`config.mk`:
```
export PLATFORM = sky130hd
export DESIGN_NAME = seg_scan_driver
export DESIGN_NICKNAME = d
export VERILOG_FILES = /design/src/rtl/seg_pkg.sv /design/src/rtl/bcd_to_seg7.sv /design/src/rtl/seg_scan_driver.sv
export SDC_FILE = /design/constraint.sdc
export NUM_CORES = 1
export LEC_CHECK = 0
export ABC_AREA = 0
export CORE_AREA = 5 5 80 82
export CTS_CLUSTER_DIAMETER = 50
export CTS_CLUSTER_SIZE = 8
export DETAILED_ROUTE_END_ITERATION = 10
export DIE_AREA = 0 0 85 87
export PLACE_DENSITY_LB_ADDON = 0.05
export REMOVE_ABC_BUFFERS = 1
export SYNTH_ARGS = -nofsm -noshare
export SYNTH_HDL_FRONTEND = slang
export SYNTH_SLANG_ARGS = --single-unit
export TNS_END_PERCENT = 50
```
`constraint.sdc`:
```
create_clock -name clk -period 1.74 [get_ports clk]
set_input_delay 0.174 -clock clk [delete_from_list [all_inputs] [get_ports clk]]
set_output_delay 0.174 -clock clk [all_outputs]
set_load 0.02 [all_outputs]
```
`src/rtl/seg_pkg.sv`:
```
// Shared constants and sizing helpers for the multiplexed 7-segment scan driver.
// Segment bit order is {g,f,e,d,c,b,a}, active high.
package seg_pkg;

  localparam int MAX_DIGITS = 8;

  localparam logic [6:0] SEG_0     = 7'b0111111;
  localparam logic [6:0] SEG_1     = 7'b0000110;
  localparam logic [6:0] SEG_2     = 7'b1011011;
  localparam logic [6:0] SEG_3     = 7'b1001111;
  localparam logic [6:0] SEG_4     = 7'b1100110;
  localparam logic [6:0] SEG_5     = 7'b1101101;
  localparam logic [6:0] SEG_6     = 7'b1111101;
  localparam logic [6:0] SEG_7     = 7'b0000111;
  localparam logic [6:0] SEG_8     = 7'b1111111;
  localparam logic [6:0] SEG_9     = 7'b1101111;
  localparam logic [6:0] SEG_BLANK = 7'b0000000;

  // All-ones anode pattern for the given digit count, padded to MAX_DIGITS.
  function automatic logic [MAX_DIGITS-1:0] anode_off(input int digits);
    logic [MAX_DIGITS-1:0] m;
    m = {MAX_DIGITS{1'b0}};
    for (int i = 0; i < MAX_DIGITS; i++) begin
      m[i] = (i < digits) ? 1'b1 : 1'b0;
    end
    return m;
  endfunction

  // Counter width for a modulus n; never narrower than one bit.
  function automatic int cnt_w(input int n);
    return (n > 1) ? $clog2(n) : 1;
  endfunction

endpackage

```
`src/rtl/bcd_to_seg7.sv`:
```
// Combinational BCD nibble to 7-segment decoder; codes 10..15 decode to blank.
module bcd_to_seg7
  import seg_pkg::*;
(
  input  logic [3:0] nibble,
  output logic [6:0] seg
);

  // Nibble to segment lookup.
  always_comb begin
    seg = SEG_BLANK;
    case (nibble)
      4'h0:    seg = SEG_0;
      4'h1:    seg = SEG_1;
      4'h2:    seg = SEG_2;
      4'h3:    seg = SEG_3;
      4'h4:    seg = SEG_4;
      4'h5:    seg = SEG_5;
      4'h6:    seg = SEG_6;
      4'h7:    seg = SEG_7;
      4'h8:    seg = SEG_8;
      4'h9:    seg = SEG_9;
      default: seg = SEG_BLANK;
    endcase
  end

endmodule

```
`src/rtl/seg_scan_driver.sv`:
```
// Multiplexed 7-segment scan driver with frame-aligned double buffering,
// per-digit blink, leading-zero suppression and a global enable.
module seg_scan_driver
  import seg_pkg::*;
#(
  parameter int DIGITS       = 4,
  parameter int SCAN_DIV     = 8,
  parameter int BLINK_FRAMES = 64
) (
  input  logic                  clk,
  input  logic                  reset,
  input  logic [4*DIGITS-1:0]   data_in,
  input  logic                  load_valid,
  output logic                  load_ready,
  input  logic [DIGITS-1:0]     blink_mask,
  input  logic                  lz_suppress,
  input  logic                  enable,
  output logic [DIGITS-1:0]     anode,
  output logic [6:0]            seg,
  output logic                  frame_tick
);

  localparam int PRE_W = cnt_w(SCAN_DIV);
  localparam int IDX_W = cnt_w(DIGITS);
  localparam int FC_W  = cnt_w(BLINK_FRAMES);

  localparam logic [PRE_W-1:0] PRE_LAST = PRE_W'(SCAN_DIV - 1);
  localparam logic [IDX_W-1:0] IDX_LAST = IDX_W'(DIGITS - 1);
  localparam logic [FC_W-1:0]  FC_LAST  = FC_W'(BLINK_FRAMES - 1);

  localparam logic [MAX_DIGITS-1:0] ANODE_OFF_ALL = anode_off(DIGITS);
  localparam logic [DIGITS-1:0]     ANODE_OFF     = ANODE_OFF_ALL[DIGITS-1:0];

  logic [PRE_W-1:0]    pre_q, pre_d;
  logic [IDX_W-1:0]    idx_q, idx_d;
  logic [FC_W-1:0]     fc_q, fc_d;
  logic                phase_q, phase_d;
  logic [4*DIGITS-1:0] active_q, active_d;
  logic [4*DIGITS-1:0] shadow_q, shadow_d;
  logic                pending_q, pending_d;
  logic [DIGITS-1:0]   anode_q, anode_d;
  logic [6:0]          seg_q, seg_d;
  logic                frame_tick_q, frame_tick_d;

  logic                term_s;
  logic                wrap_s;
  logic                accept_s;
  logic [3:0]          cur_nib_s;
  logic                cur_blink_s;
  logic                cur_zero_s;
  logic [DIGITS-1:0]   sel_s;
  logic [DIGITS-1:0]   zero_from_s;
  logic [6:0]          dec_seg_s;

  assign load_ready = !pending_q;
  assign anode      = anode_q;
  assign seg        = seg_q;
  assign frame_tick = frame_tick_q;

  // Scan counters, blink phase and the shadow/active handshake.
  always_comb begin
    term_s       = (pre_q == PRE_LAST);
    wrap_s       = term_s && (idx_q == IDX_LAST);
    accept_s     = load_valid && !pending_q;
    pre_d        = pre_q;
    idx_d        = idx_q;
    fc_d         = fc_q;
    phase_d      = phase_q;
    shadow_d     = shadow_q;
    active_d     = active_q;
    pending_d    = pending_q;
    frame_tick_d = wrap_s;

    if (term_s) begin
      pre_d = {PRE_W{1'b0}};
      idx_d = (idx_q == IDX_LAST) ? {IDX_W{1'b0}} : idx_q + IDX_W'(1);
    end else begin
      pre_d = pre_q + PRE_W'(1);
    end

    if (wrap_s) begin
      if (fc_q == FC_LAST) begin
        fc_d    = {FC_W{1'b0}};
        phase_d = !phase_q;
      end else begin
        fc_d = fc_q + FC_W'(1);
      end
    end else begin
      fc_d = fc_q;
    end

    // accept needs pending low and commit needs it high, so they never coincide
    if (accept_s) begin
      shadow_d  = data_in;
      pending_d = 1'b1;
    end else if (wrap_s && pending_q) begin
      active_d  = shadow_q;
      pending_d = 1'b0;
    end else begin
      pending_d = pending_q;
    end
  end

  // Trailing zero-run detection: zero_from_s[k] means nibbles k..DIGITS-1 are all zero.
  always_comb begin
    zero_from_s = {DIGITS{1'b0}};
    for (int k = 0; k < DIGITS; k++) begin
      logic acc;
      acc = 1'b1;
      for (int j = k; j < DIGITS; j++) begin
        acc = acc && (active_q[4*j +: 4] == 4'h0);
      end
      zero_from_s[k] = acc;
    end
  end

  // AND-OR select of everything that depends on the current digit index.
  always_comb begin
    cur_nib_s   = 4'h0;
    cur_blink_s = 1'b0;
    cur_zero_s  = 1'b0;
    sel_s       = ANODE_OFF;
    for (int k = 0; k < DIGITS; k++) begin
      logic hit;
      hit         = (idx_q == IDX_W'(k));
      cur_nib_s   = cur_nib_s | ({4{hit}} & active_q[4*k +: 4]);
      cur_blink_s = cur_blink_s | (hit & blink_mask[k]);
      cur_zero_s  = cur_zero_s | (hit & zero_from_s[k]);
      sel_s       = sel_s & ~({DIGITS{hit}} & (DIGITS'(1) << k));
    end
  end

  bcd_to_seg7 u_dec (
    .nibble (cur_nib_s),
    .seg    (dec_seg_s)
  );

  // Prioritised output function for the digit currently addressed.
  always_comb begin
    anode_d = ANODE_OFF;
    seg_d   = SEG_BLANK;
    if (!enable) begin
      anode_d = ANODE_OFF;
      seg_d   = SEG_BLANK;
    end else if (phase_q && cur_blink_s) begin
      anode_d = ANODE_OFF;
      seg_d   = SEG_BLANK;
    end else if (lz_suppress && (idx_q != IDX_W'(0)) && cur_zero_s) begin
      anode_d = ANODE_OFF;
      seg_d   = SEG_BLANK;
    end else begin
      anode_d = sel_s;
      seg_d   = dec_seg_s;
    end
  end

  // State registers.
  always_ff @(posedge clk or posedge reset) begin
    if (reset) begin
      pre_q        <= {PRE_W{1'b0}};
      idx_q        <= {IDX_W{1'b0}};
      fc_q         <= {FC_W{1'b0}};
      phase_q      <= 1'b0;
      active_q     <= {(4*DIGITS){1'b0}};
      shadow_q     <= {(4*DIGITS){1'b0}};
      pending_q    <= 1'b0;
      anode_q      <= ANODE_OFF;
      seg_q        <= SEG_BLANK;
      frame_tick_q <= 1'b0;
    end else begin
      pre_q        <= pre_d;
      idx_q        <= idx_d;
      fc_q         <= fc_d;
      phase_q      <= phase_d;
      active_q     <= active_d;
      shadow_q     <= shadow_d;
      pending_q    <= pending_d;
      anode_q      <= anode_d;
      seg_q        <= seg_d;
      frame_tick_q <= frame_tick_d;
    end
  end

endmodule

```
---- After elaboration in Yosys (flattened, before gate mapping) ----
Memory sizes are Yosys's and may differ from the RTL's.
Index checks and enable logic that the tools add are counted.
word-level totals
  register bits ........................... 57
  bits in read-only memories .............. 112
  input bits .............................. 25
  output and inout bits ................... 13
  memories kept ........................... 1
memory list
  memory           words  bits a word  read ports  clocked after memory_dff  wr ports  line               source
  (no name shown)  16     7            1           0                         0         bcd_to_seg7.sv:12  case (nibble)
cells by class
  add/subtract/negate cells ............... 3
  equal/unequal tests ..................... 5
  mux-type cells .......................... 11
  bitwise logic cells ..................... 29
  reduce and logical (&&, ||, !) cells .... 23
operator list
  kind                                                             number
  4-bit bitwise AND                                                7
  7-bit 2-to-1 mux                                                 3
  4-bit zero test                                                  4
  1-bit logical AND                                                12
  4-bit 2-to-1 mux                                                 3
  4-bit bitwise OR                                                 3
  1-bit bitwise AND                                                8
  6-bit by 1-bit adder with 6-bit output, second input constant    1
  6-bit == test, second input constant                             1
  6-bit 2-to-1 mux                                                 1
  1-bit bitwise OR                                                 6
  2-bit == test, second input constant                             2
  1-bit NOT with 4-bit output                                      1
  2-bit NOT with 4-bit output                                      1
  3-bit NOT with 4-bit output                                      1
  4-bit NOT                                                        1
  2-bit AND reduction                                              2
  2-bit nonzero test                                               2
  3-bit by 1-bit adder with 3-bit output, second input constant    1
  3-bit == test, second input constant                             1
  3-bit 2-to-1 mux                                                 1
  2-bit by 1-bit adder with 2-bit output, second input constant    1
  2-bit by 1-bit == test with 1-bit output, second input constant  1
  1-bit zero test                                                  2
  other kinds (4)                                                  5

---- Logic depth before layout (Yosys ltp) ----
Gate-level depths: netlist of the first run.
  word-level depth ........................ 12
  depth in mapped cells ................... 10
  depth with buffers taken out ............ 9

---- By module ----
Synthesis of the first run repeated with hierarchy kept, for this count alone.
second synthesis, totals
  cell total of the unflattened synthesis .. 201
  area, all modules ....................... 2557.5 µm²
modules (own cells, without submodules)
  module           instances  cells each  area each (µm²)  seq. area each (µm²)
  seg_scan_driver  1          173         2338.5           1431.4
  bcd_to_seg7      1          28          219.0            0.0

---- Worst setup path before layout of the first run ----
Ideal clock, no wire load.
  path kind ............................... flip-flop to flip-flop
  start ................................... register idx_q[0]
  end ..................................... register seg_q[1], in the netlist seg[1]
  data arrival time ....................... 1.722 ns
  setup slack ............................. -0.121 ns
  stages on the path, launching flop included .. 8
  buffers on the path ..................... 1
  clock period less this slack ............ 1.861 ns
  cells stage by stage .................... dfrtp_1 inv_1 ha_1 buf_6 or4b_4 nor3_4 a311o_2 nor3_1
on the way
  longest elaborated chain between the ends .. 9
  elaborated cells on any way between the ends .. 33
RTL lines
  item                                                                         line                                            source
  from (decl)                                                                  seg_scan_driver.sv:35                           logic [IDX_W-1:0] idx_q, idx_d;
  from (signal assigned)                                                       seg_scan_driver.sv:161                          idx_q <= {IDX_W{1'b0}};
  from (signal assigned)                                                       seg_scan_driver.sv:172                          idx_q <= idx_d;
  2-bit by 1-bit == test with 1-bit output or 2-bit zero test (tied branches)  seg_scan_driver.sv:125                          hit = (idx_q == IDX_W'(k));
  4-bit bitwise AND or 1-bit bitwise AND (tied branches)                       seg_scan_driver.sv:126, seg_scan_driver.sv:128
  4-bit bitwise OR or 1-bit bitwise OR (tied branches) (3 in series)           seg_scan_driver.sv:126, seg_scan_driver.sv:128
  memory 16 x 7 bit or 1-bit logical AND (tied branches)                       -
  7-bit 2-to-1 mux                                                             seg_scan_driver.sv:148                          end else if (lz_suppress && (idx_q != IDX_W'(0)) && cur_zero_s) begin
  7-bit 2-to-1 mux *                                                           seg_scan_driver.sv:145                          end else if (phase_q && cur_blink_s) begin
  7-bit 2-to-1 mux *                                                           seg_scan_driver.sv:142                          if (!enable) begin
  via seg_d[1]                                                                 seg_scan_driver.sv:42                           logic [6:0] seg_q, seg_d;
  to (signal assigned)                                                         seg_scan_driver.sv:179                          seg_q <= seg_d;
  to (decl)                                                                    seg_scan_driver.sv:42
Mark *: on every way through the listed nets, which the timed path passes. The rest lies on a longest branch.
A chain may end at the register's enable or synchronous reset.

---- Final worst setup path of the first run ----
  start ................................... register idx_q[1]
  end ..................................... register seg_q[6], in the netlist seg[6]
Same word-level chain as after synthesis.

==> metrics.md, run 1 <==
| Metric | Value |
|---|---|
| Worst path max stage delay | `0.43 ns` |
| Yosys top cell by area | `dfrtp_1` |
| DIE WIDTH | `85 um` |
| Seq/Total Area, Yosys | `0.549` |
| Area Growth Syn to Fin | `36.7%` |
| NumNets Final | `306` |
| Reg2reg start | `idx_q[1]$_DFFE_PP0P_` |
| Startpoint Class | `flop` |
| Gpl congestion | `0.850` |
| TritonCTS clock tree | `yes` |
| Clock sinks | `57` |
| Pin count of the biggest net entering global routing | `48` |
| Met3 GRT Util | `0.0549` |
| Pre-antenna DRT Iters | `6` |
| RSZ-0062 raised after global routing | `yes` |
| Peak supply drop | `0.552 mV` |
| Worst min path class | `in -> async` |
| Power Dens Cells | `883 nW/um^2` |
| Layout Utilization | `0.628` |
| Final worst slack | `-0.134 ns` |
| Max-cap violations | `0` |
| Flops & latches, synth | `57` |
| Initial antenna violation count | `0` |
| Post-synth EDFFs | `0` |
| Critical path, cell by cell | `inv_4 > ha_4 > a22oi_2 > and2_4 > inv_2 > or3_4 > a211oi_2` |
| Synth top area cells | `dfrtp_1, mux2_2, ha_1` |
| Fin crit period | `1.87 ns` |
| Root buf cell | `clkbuf_8` |
| Layout cell share with drive strength beyond 1 | `0.421` |
| Worst r2r path cells | `7` |
| Final setup viols | `9` |
| DP Area | `3240 sq um` |
| CP Class | `reg -> reg` |
| Layout Skew | `0.00778 ns` |
| DRT antenna net count | `0` |
| Highest Clock Rate | `0.534 GHz` |
| Core area | `5680 sq um` |
| YS warnings | `0` |
| Status | `complete, but fails checks` |
| Leak pwr | `1.51 nW` |
| Busiest grt layer | `met2` |
| Die H | `87 um` |
| Vias in the first global route | `1842` |
| Fill count | `482` |
| Commonest cells post-synth | `dfrtp_1, mux2_2, ha_1, nand2_1` |
| Clock slew at reported path FFs | `0.06 ns` |
| CP Buf/Inv Count | `2` |
| Iteration-0 DRC Markers | `109` |
| Cell family with most CP delay | `simple AND/OR/NAND/NOR gates` |
| Number of unique standard cell types used by synthesis | `43` |
| Req. time, crit path | `1.97 ns` |
| CTS Buffer Depth | `2` |
| Total power | `0.00315 W` |
| Vias post-DR | `1799` |
| Top-count cell post-synth | `dfrtp_1` |
| Mapped Cells | `200` |
| Share of power burned in registers | `0.488` |
| WP data arrival | `2.11 ns` |
| Final instance area | `3560 sq um` |
| CP endpoint kind | `flop` |
| Crit Path Max Fanout | `6` |
| Seq. cell area | `1430 sq um` |
| Diodes inserted | `0` |
| First-pass GRT wire length | `9030 um` |
| Setup TNS | `-0.873 ns` |
| Total gr overflow | `0` |
| Rows | `28` |
| Yosys top cell area share | `0.509` |
| Cell Area, Synth | `2610 sq um` |
| Number of port buffers | `37` |
| Logic pwr share | `0.159` |
| FF-to-FF setup slack | `-0.13 ns` |
| Met1 usage | `0.195` |
| Clk Latency, worst-skew pair | `0.33 ns` |
| Final slew viol count | `0` |
| CTS buffer count | `9` |
| Mean Syn Cell Area | `13.0 sq um` |
| Ys flop type | `dfrtp_1` |
| Async S/R FF share, synth | `1.00` |
| Failing checks | `negative setup slack` |
| GR Util met2 | `0.251` |
| Die area | `7400 sq um` |
| IO Count | `38` |
| Via-to-Cell Ratio | `5.17` |
| GRT Util Overall | `0.157` |
| Post-Route WL | `5230 um` |
| Clk pwr share | `0.353` |
| Final Cycle Share | `1.08` |
| Final hold violation count | `0` |
| Area of the multi-input gates | `1210 sq um` |
| Switching power total | `0.000780 W` |
| Internal | `0.00237 W` |
| Dpl ws | `-0.331 ns` |
| DR DRC count | `0` |
| Max_slew headroom | `0.678` |
| Wire per inst | `15.0 um` |
| Initial Utilization | `0.459` |
| Reg2Reg Capture Point | `seg[6]$_DFF_PP0_` |
| H-tree level count | `3` |
| Post-cts hold buffer count | `0` |
| Slew @ Worst Pin | `0.478 ns` |
| Sw frac | `0.248` |
| Cell at the slowest stage of the critical path | `or3_4` |
| DP Wirelength | `3900 um` |
-- power by group through the flow --
stage / registers, W / logic (W) / clock network [W]
after floorplan: 0.00157 / 0.000230 / 0
after global placement: 0.00155 / 0.000444 / 0
after detailed placement: 0.00156 / 0.000460 / 0
after CTS: 0.00154 / 0.000483 / 0.00114
after global routing: 0.00155 / 0.000546 / 0.00122
final: 0.00154 / 0.000501 / 0.00111
-- worst reg2reg max path, cell delays in order (launching register included) --
cell      delay [ns]
dfrtp_2         0.42
inv_4           0.07
ha_4            0.19
a22oi_2         0.18
and2_4          0.19
inv_2           0.06
or3_4           0.43
a211oi_2        0.25
-- layer usage --
layer	vias to the layer above	wire length [um]
met4	0	85
li1	863	-
met3	11	277
met5	-	0
met2	44	2610
met1	881	2250
-- layout make-up --
type	count	area share
Timing Repair Buffer	65	0.170
Clock buffer	13	0.0474
Clock inverter	2	0.00351
Tap cell	75	0.0263
Multi-Input combinational cell	127	0.339
Sequential cell	57	0.403
Inverter	9	0.0109
-- cell families after synthesis --
| group | Yosys count | share of synthesized area |
|---|---|---|
| flip-flops | 57 | 0.549 |
| AND/OR/NAND/NOR | 42 | 0.0941 |
| AO/OA/AOI/OAI | 37 | 0.116 |
| multiplexers | 33 | 0.142 |
| buffers and inverters | 16 | 0.0307 |
| adder cells (fa/ha/maj) | 12 | 0.0576 |
| XOR/XNOR | 3 | 0.0101 |
-- registers in the layout, summed over array words and instances, names as in the netlist, 2 cells and up --
signal and flops:
pre_q 3, idx_q 2, seg 7, fc_q 6
active_q 16, shadow_q 16, anode 4
-- cells in the final DEF (no fill, tap or decap), drive strengths merged, types with 2 or more instances in the layout --
master / synthesis / layout
buf: 6 / 28
nor2: 6 / 6
and2: 2 / 2
inv: 9 / 9
dfrtp: 53 / 53
nand3: 8 / 8
clkdlybuf4s50: 0 / 37
dfstp: 4 / 4
nor3: 4 / 4
clkbuf: 1 / 13
mux2: 32 / 32
a22o: 3 / 3
a21o: 2 / 2
o21ai: 7 / 7
a211oi: 5 / 5
xnor2: 3 / 3
o211ai: 3 / 3
nand2: 14 / 14
ha: 12 / 12
a22oi: 10 / 10
nor4: 3 / 3
-- how the worst max path moves through the flow --
| stage | startpoint | end | slack, ns | cells after the start |
|---|---|---|---|---|
| 2_1_floorplan | idx_q[0]$_DFFE_PP0P_ | seg[5]$_DFF_PP0_ | -0.11 | 9 |
| 3_3_place_gp | idx_q[0]$_DFFE_PP0P_ | seg[1]$_DFF_PP0_ | -0.17 | 7 |
| 3_5_place_dp | idx_q[0]$_DFFE_PP0P_ | seg[6]$_DFF_PP0_ | -0.33 | 9 |
| 4_1_cts | idx_q[0]$_DFFE_PP0P_ | seg[6]$_DFF_PP0_ | -0.13 | 7 |
| 5_1_grt | idx_q[0]$_DFFE_PP0P_ | seg[2]$_DFF_PP0_ | -0.21 | 7 |
| 6_report | idx_q[1]$_DFFE_PP0P_ | seg[6]$_DFF_PP0_ | -0.13 | 7 |
-- stage by stage --
step | instances | hold WS (ns)
2_1_floorplan | 193 | 0.291
3_5_place_dp | 330 | 0.440
5_1_grt | 348 | 0.108
3_3_place_gp | 330 | 0.419
6_report | 348 | 0.0936
4_1_cts | 347 | 0.0894
-- what timing repair did --
action,CTS,global route
resized for setup,14,14
setup buffers,2,1
setup endpoints to repair,10,10
pin swaps,8,8
(Power assumes the default switching activity.)
==> inputs of run 2 (changes only) <==
--- a/config.mk
+++ b/config.mk
@@ -6,11 +6,11 @@
 export NUM_CORES = 1
 export LEC_CHECK = 0
 export ABC_AREA = 0
-export CORE_AREA = 5 5 80 82
+export CORE_AREA = 5 5 93 60
 export CTS_CLUSTER_DIAMETER = 50
 export CTS_CLUSTER_SIZE = 8
 export DETAILED_ROUTE_END_ITERATION = 10
-export DIE_AREA = 0 0 85 87
+export DIE_AREA = 0 0 98 65
 export PLACE_DENSITY_LB_ADDON = 0.05
 export REMOVE_ABC_BUFFERS = 1
 export SYNTH_ARGS = -nofsm -noshare
==> constraint.sdc (replaced) <==
create_clock -name clk -period 2.26 [get_ports clk]
set_input_delay 0.226 -clock clk [delete_from_list [all_inputs] [get_ports clk]]
set_output_delay 0.226 -clock clk [all_outputs]
set_load 0.02 [all_outputs]
==> run 2 against run 1 <==
Compared with the run above:
- routed wire length is 7.7% lower
- critical endpoint is now seg[5]$_DFF_PP0_
- power is 23% lower
- the run now ends clean
- via count is 6.0% lower
==> metrics.md, run 2 (synthesized netlist as in run 1, its figures left out) <==
| Metric | Value |
|---|---|
| Iteration-0 DRC Markers | `100 (-8.3%)` |
| CP Buf/Inv Count | `2 (unchanged)` |
| DIE WIDTH | `98 um (+15%)` |
| DP Area | `3040 sq um (-6.2%)` |
| Core area | `4780 sq um (-16%)` |
| Internal | `0.00183 W (-23%)` |
| Placed Instances | `299 (-9.4%)` |
| Layout Skew | `0.0104 ns (+0.00261 ns)` |
| Commonest non-fill, non-tap cell in the layout | `dfrtp_1` |
| Post-CTS setup buffer count | `0 (-2)` |
| Switching power total | `0.000583 W (-25%)` |
| Sw frac | `0.241 (-0.00680)` |
| Worst path max stage delay | `0.39 ns (-0.04 ns)` |
| Resize count post-CTS | `0 (-14)` |
| Worst Setup SP | `idx_q[0]$_DFFE_PP0P_` |
| Logic pwr share | `0.129 (-0.030)` |
| Highest routed layer | `met4` |
| Final std cells w/o fill | `315 (-9.5%)` |
| First-pass GRT wire length | `8170 um (-9.6%)` |
| Final instance area | `3240 sq um (-9.2%)` |
| Via-to-Cell Ratio | `5.37 (+3.8%)` |
| CTS Buffer Depth | `2 (unchanged)` |
| TritonCTS clock tree | `yes` |
| Peak supply drop | `0.496 mV (-10%)` |
| Commonest cells after routing, fill and taps aside | `dfrtp_1, clkdlybuf4s50_1, mux2_2, nand2_1` |
| Final setup viols | `0 (-9)` |
| Post-cts hold buffer count | `0 (unchanged)` |
| Final hold violation count | `0 (unchanged)` |
| Number of port buffers | `37 (unchanged)` |
| M1 WL | `2370 um (+5.3%)` |
| Rows | `20 (-29%)` |
| Initial antenna violation count | `0 (unchanged)` |
| Fin crit period | `2.06 ns (+0.185 ns)` |
| Routed wire length on met2 | `2140 um (-18%)` |
| Critical path, cell by cell | `inv_1 > ha_2 > a22oi_1 > and2_1 > inv_1 > ha_1 > o21ai_0 > o211ai_1 > a211oi_2` |
| Max-cap violations | `0 (unchanged)` |
| RSZ-0062 raised after global routing | `no` |
| Final Cycle Share | `0.911 (-0.166)` |
| Initial Utilization | `0.545 (+0.0861)` |
| Wire per inst | `15.3 um (+2.0%)` |
| Clk Latency, worst-skew pair | `0.33 ns (about the same)` |
| Final worst slack | `0.201 ns (+0.335 ns)` |
| Crit Path Max Fanout | `8 (+2)` |
| Minimum hold slack | `0.113 ns (+0.0194 ns)` |
| Metal3 WL | `279 um (+0.72%)` |
| Highest Clock Rate | `0.486 GHz (-9.0%)` |
| Area of the multi-input gates | `1100 sq um (-8.6%)` |
| Cell at the slowest stage of the critical path | `dfrtp_1` |
| Worst min path class | `in -> async` |
| Diodes inserted | `0 (unchanged)` |
| Total gr overflow | `0 (unchanged)` |
| Vias post-DR | `1691 (-6.0%)` |
| Clock sinks | `57 (unchanged)` |
| FF-to-FF setup slack | `0.20 ns (+0.33 ns)` |
| Clock slew at reported path FFs | `0.06 ns (about the same)` |
| Share of power burned in registers | `0.494 (+0.006)` |
| Gpl congestion | `0.801 (-5.8%)` |
| Final slew viol count | `0 (unchanged)` |
| CP endpoint kind | `flop` |
| GRT Util Overall | `0.167 (+0.00973)` |
| Pre-antenna DRT Iters | `4 (-2)` |
| Power Dens Cells | `747 nW/um^2 (-15%)` |
| Setup TNS | `0 ns (+0.873 ns)` |
| DR DRC count | `0 (unchanged)` |
| H-tree level count | `3 (unchanged)` |
| Dpl ws | `0.129 ns (+0.460 ns)` |
| DRT antenna net count | `0 (unchanged)` |
| IO Count | `38 (unchanged)` |
| Layout cell share with drive strength beyond 1 | `0.285 (-0.136)` |
| CP Class | `reg -> reg` |
| DP Wirelength | `3560 um (-8.8%)` |
| Slew @ Worst Pin | `0.457 ns (-0.0213 ns)` |
| Fill count | `344 (-29%)` |
| CTS buffer count | `9 (unchanged)` |
| Max_slew headroom | `0.693 (+0.0143)` |
| Clk pwr share | `0.376 (+0.023)` |
| Root buf cell | `clkbuf_8` |
| Startpoint Class | `flop` |
| Req. time, crit path | `2.50 ns (+0.53 ns)` |
| Area Growth Syn to Fin | `24.1%` |
| Seq. cell area | `1430 sq um (-0.18%)` |
| Cell family with most CP delay | `compound AO/OA/AOI/OAI gates` |
| WP data arrival | `2.30 ns (+0.19 ns)` |
| Die area | `6370 sq um (-14%)` |
| Post-Route WL | `4830 um (-7.7%)` |
| Status | `finished, final reports clean` |
| NumNets Final | `281 (-8.2%)` |
| Die H | `65 um (-25%)` |
| Vias in the first global route | `1676 (-9.0%)` |
| Leak pwr | `1.37 nW (-8.9%)` |
| Worst path most repeated cell | `inv_1` |
| Pin count of the biggest net entering global routing | `28 (-42%)` |
| Reg2reg start | `idx_q[0]$_DFFE_PP0P_` |
## run 2: changes by cell type in the layout (fill, tap and decap cells not counted), sizes merged
cell,before,now
buf,28,3
clkinv,1,3
bufinv,0,1
clkbuf,13,12
clkinvlp,1,0
## run 2: routing by layer
layer | up-vias | GRT usage
met5 | - | 0
met4 | 0 | 0.0518
met3 | 4 | 0.0677
met2 | 46 | 0.247
met1 | 829 | 0.226
li1 | 812 | -
## run 2: path summary, 6_finish.rpt
| check | to | depth (start not counted) |
|---|---|---|
| worst max-delay path | seg[5]$_DFF_PP0_ | 9 |
| worst min-delay path | fc_q[5]$_DFFE_PP0P_ | 2 |
| worst max register to register | seg[5]$_DFF_PP0_ | 9 |
| worst min register to register | pre_q[0]$_DFF_PP0_ | 1 |
| max in group asynchronous | anode[1]$_DFF_PP1_ | 3 |
| min in group clk | pre_q[0]$_DFF_PP0_ | 1 |
## run 2: final cells by class
| class | count | area share |
|---|---|---|
| Sequential cell | 57 | 0.442 |
| Timing Repair Buffer | 40 | 0.121 |
| Multi-Input combinational cell | 127 | 0.341 |
| Inverter | 9 | 0.0104 |
| Clock inverter | 4 | 0.0139 |
| Clock buffer | 12 | 0.0449 |
| Tap cell | 66 | 0.0255 |
## run 2: power groups by stage
stage / Sequential [W] / Combinational (W) / Clock (W)
2_1_floorplan: 0.00121 / 0.000177 / 0
3_3_place_gp: 0.00121 / 0.000302 / 0
3_5_place_dp: 0.00121 / 0.000313 / 0
4_1_cts: 0.00120 / 0.000314 / 0.000925
5_1_grt: 0.00121 / 0.000345 / 0.000986
6_report: 0.00119 / 0.000312 / 0.000910
## run 2: metrics by stage
step,total power [W],utilization
after floorplan,0.00139,-
after global placement,0.00151,0.635
after detailed placement,0.00153,0.635
after CTS,0.00244,0.675
after global routing,0.00254,0.677
final,0.00242,0.677
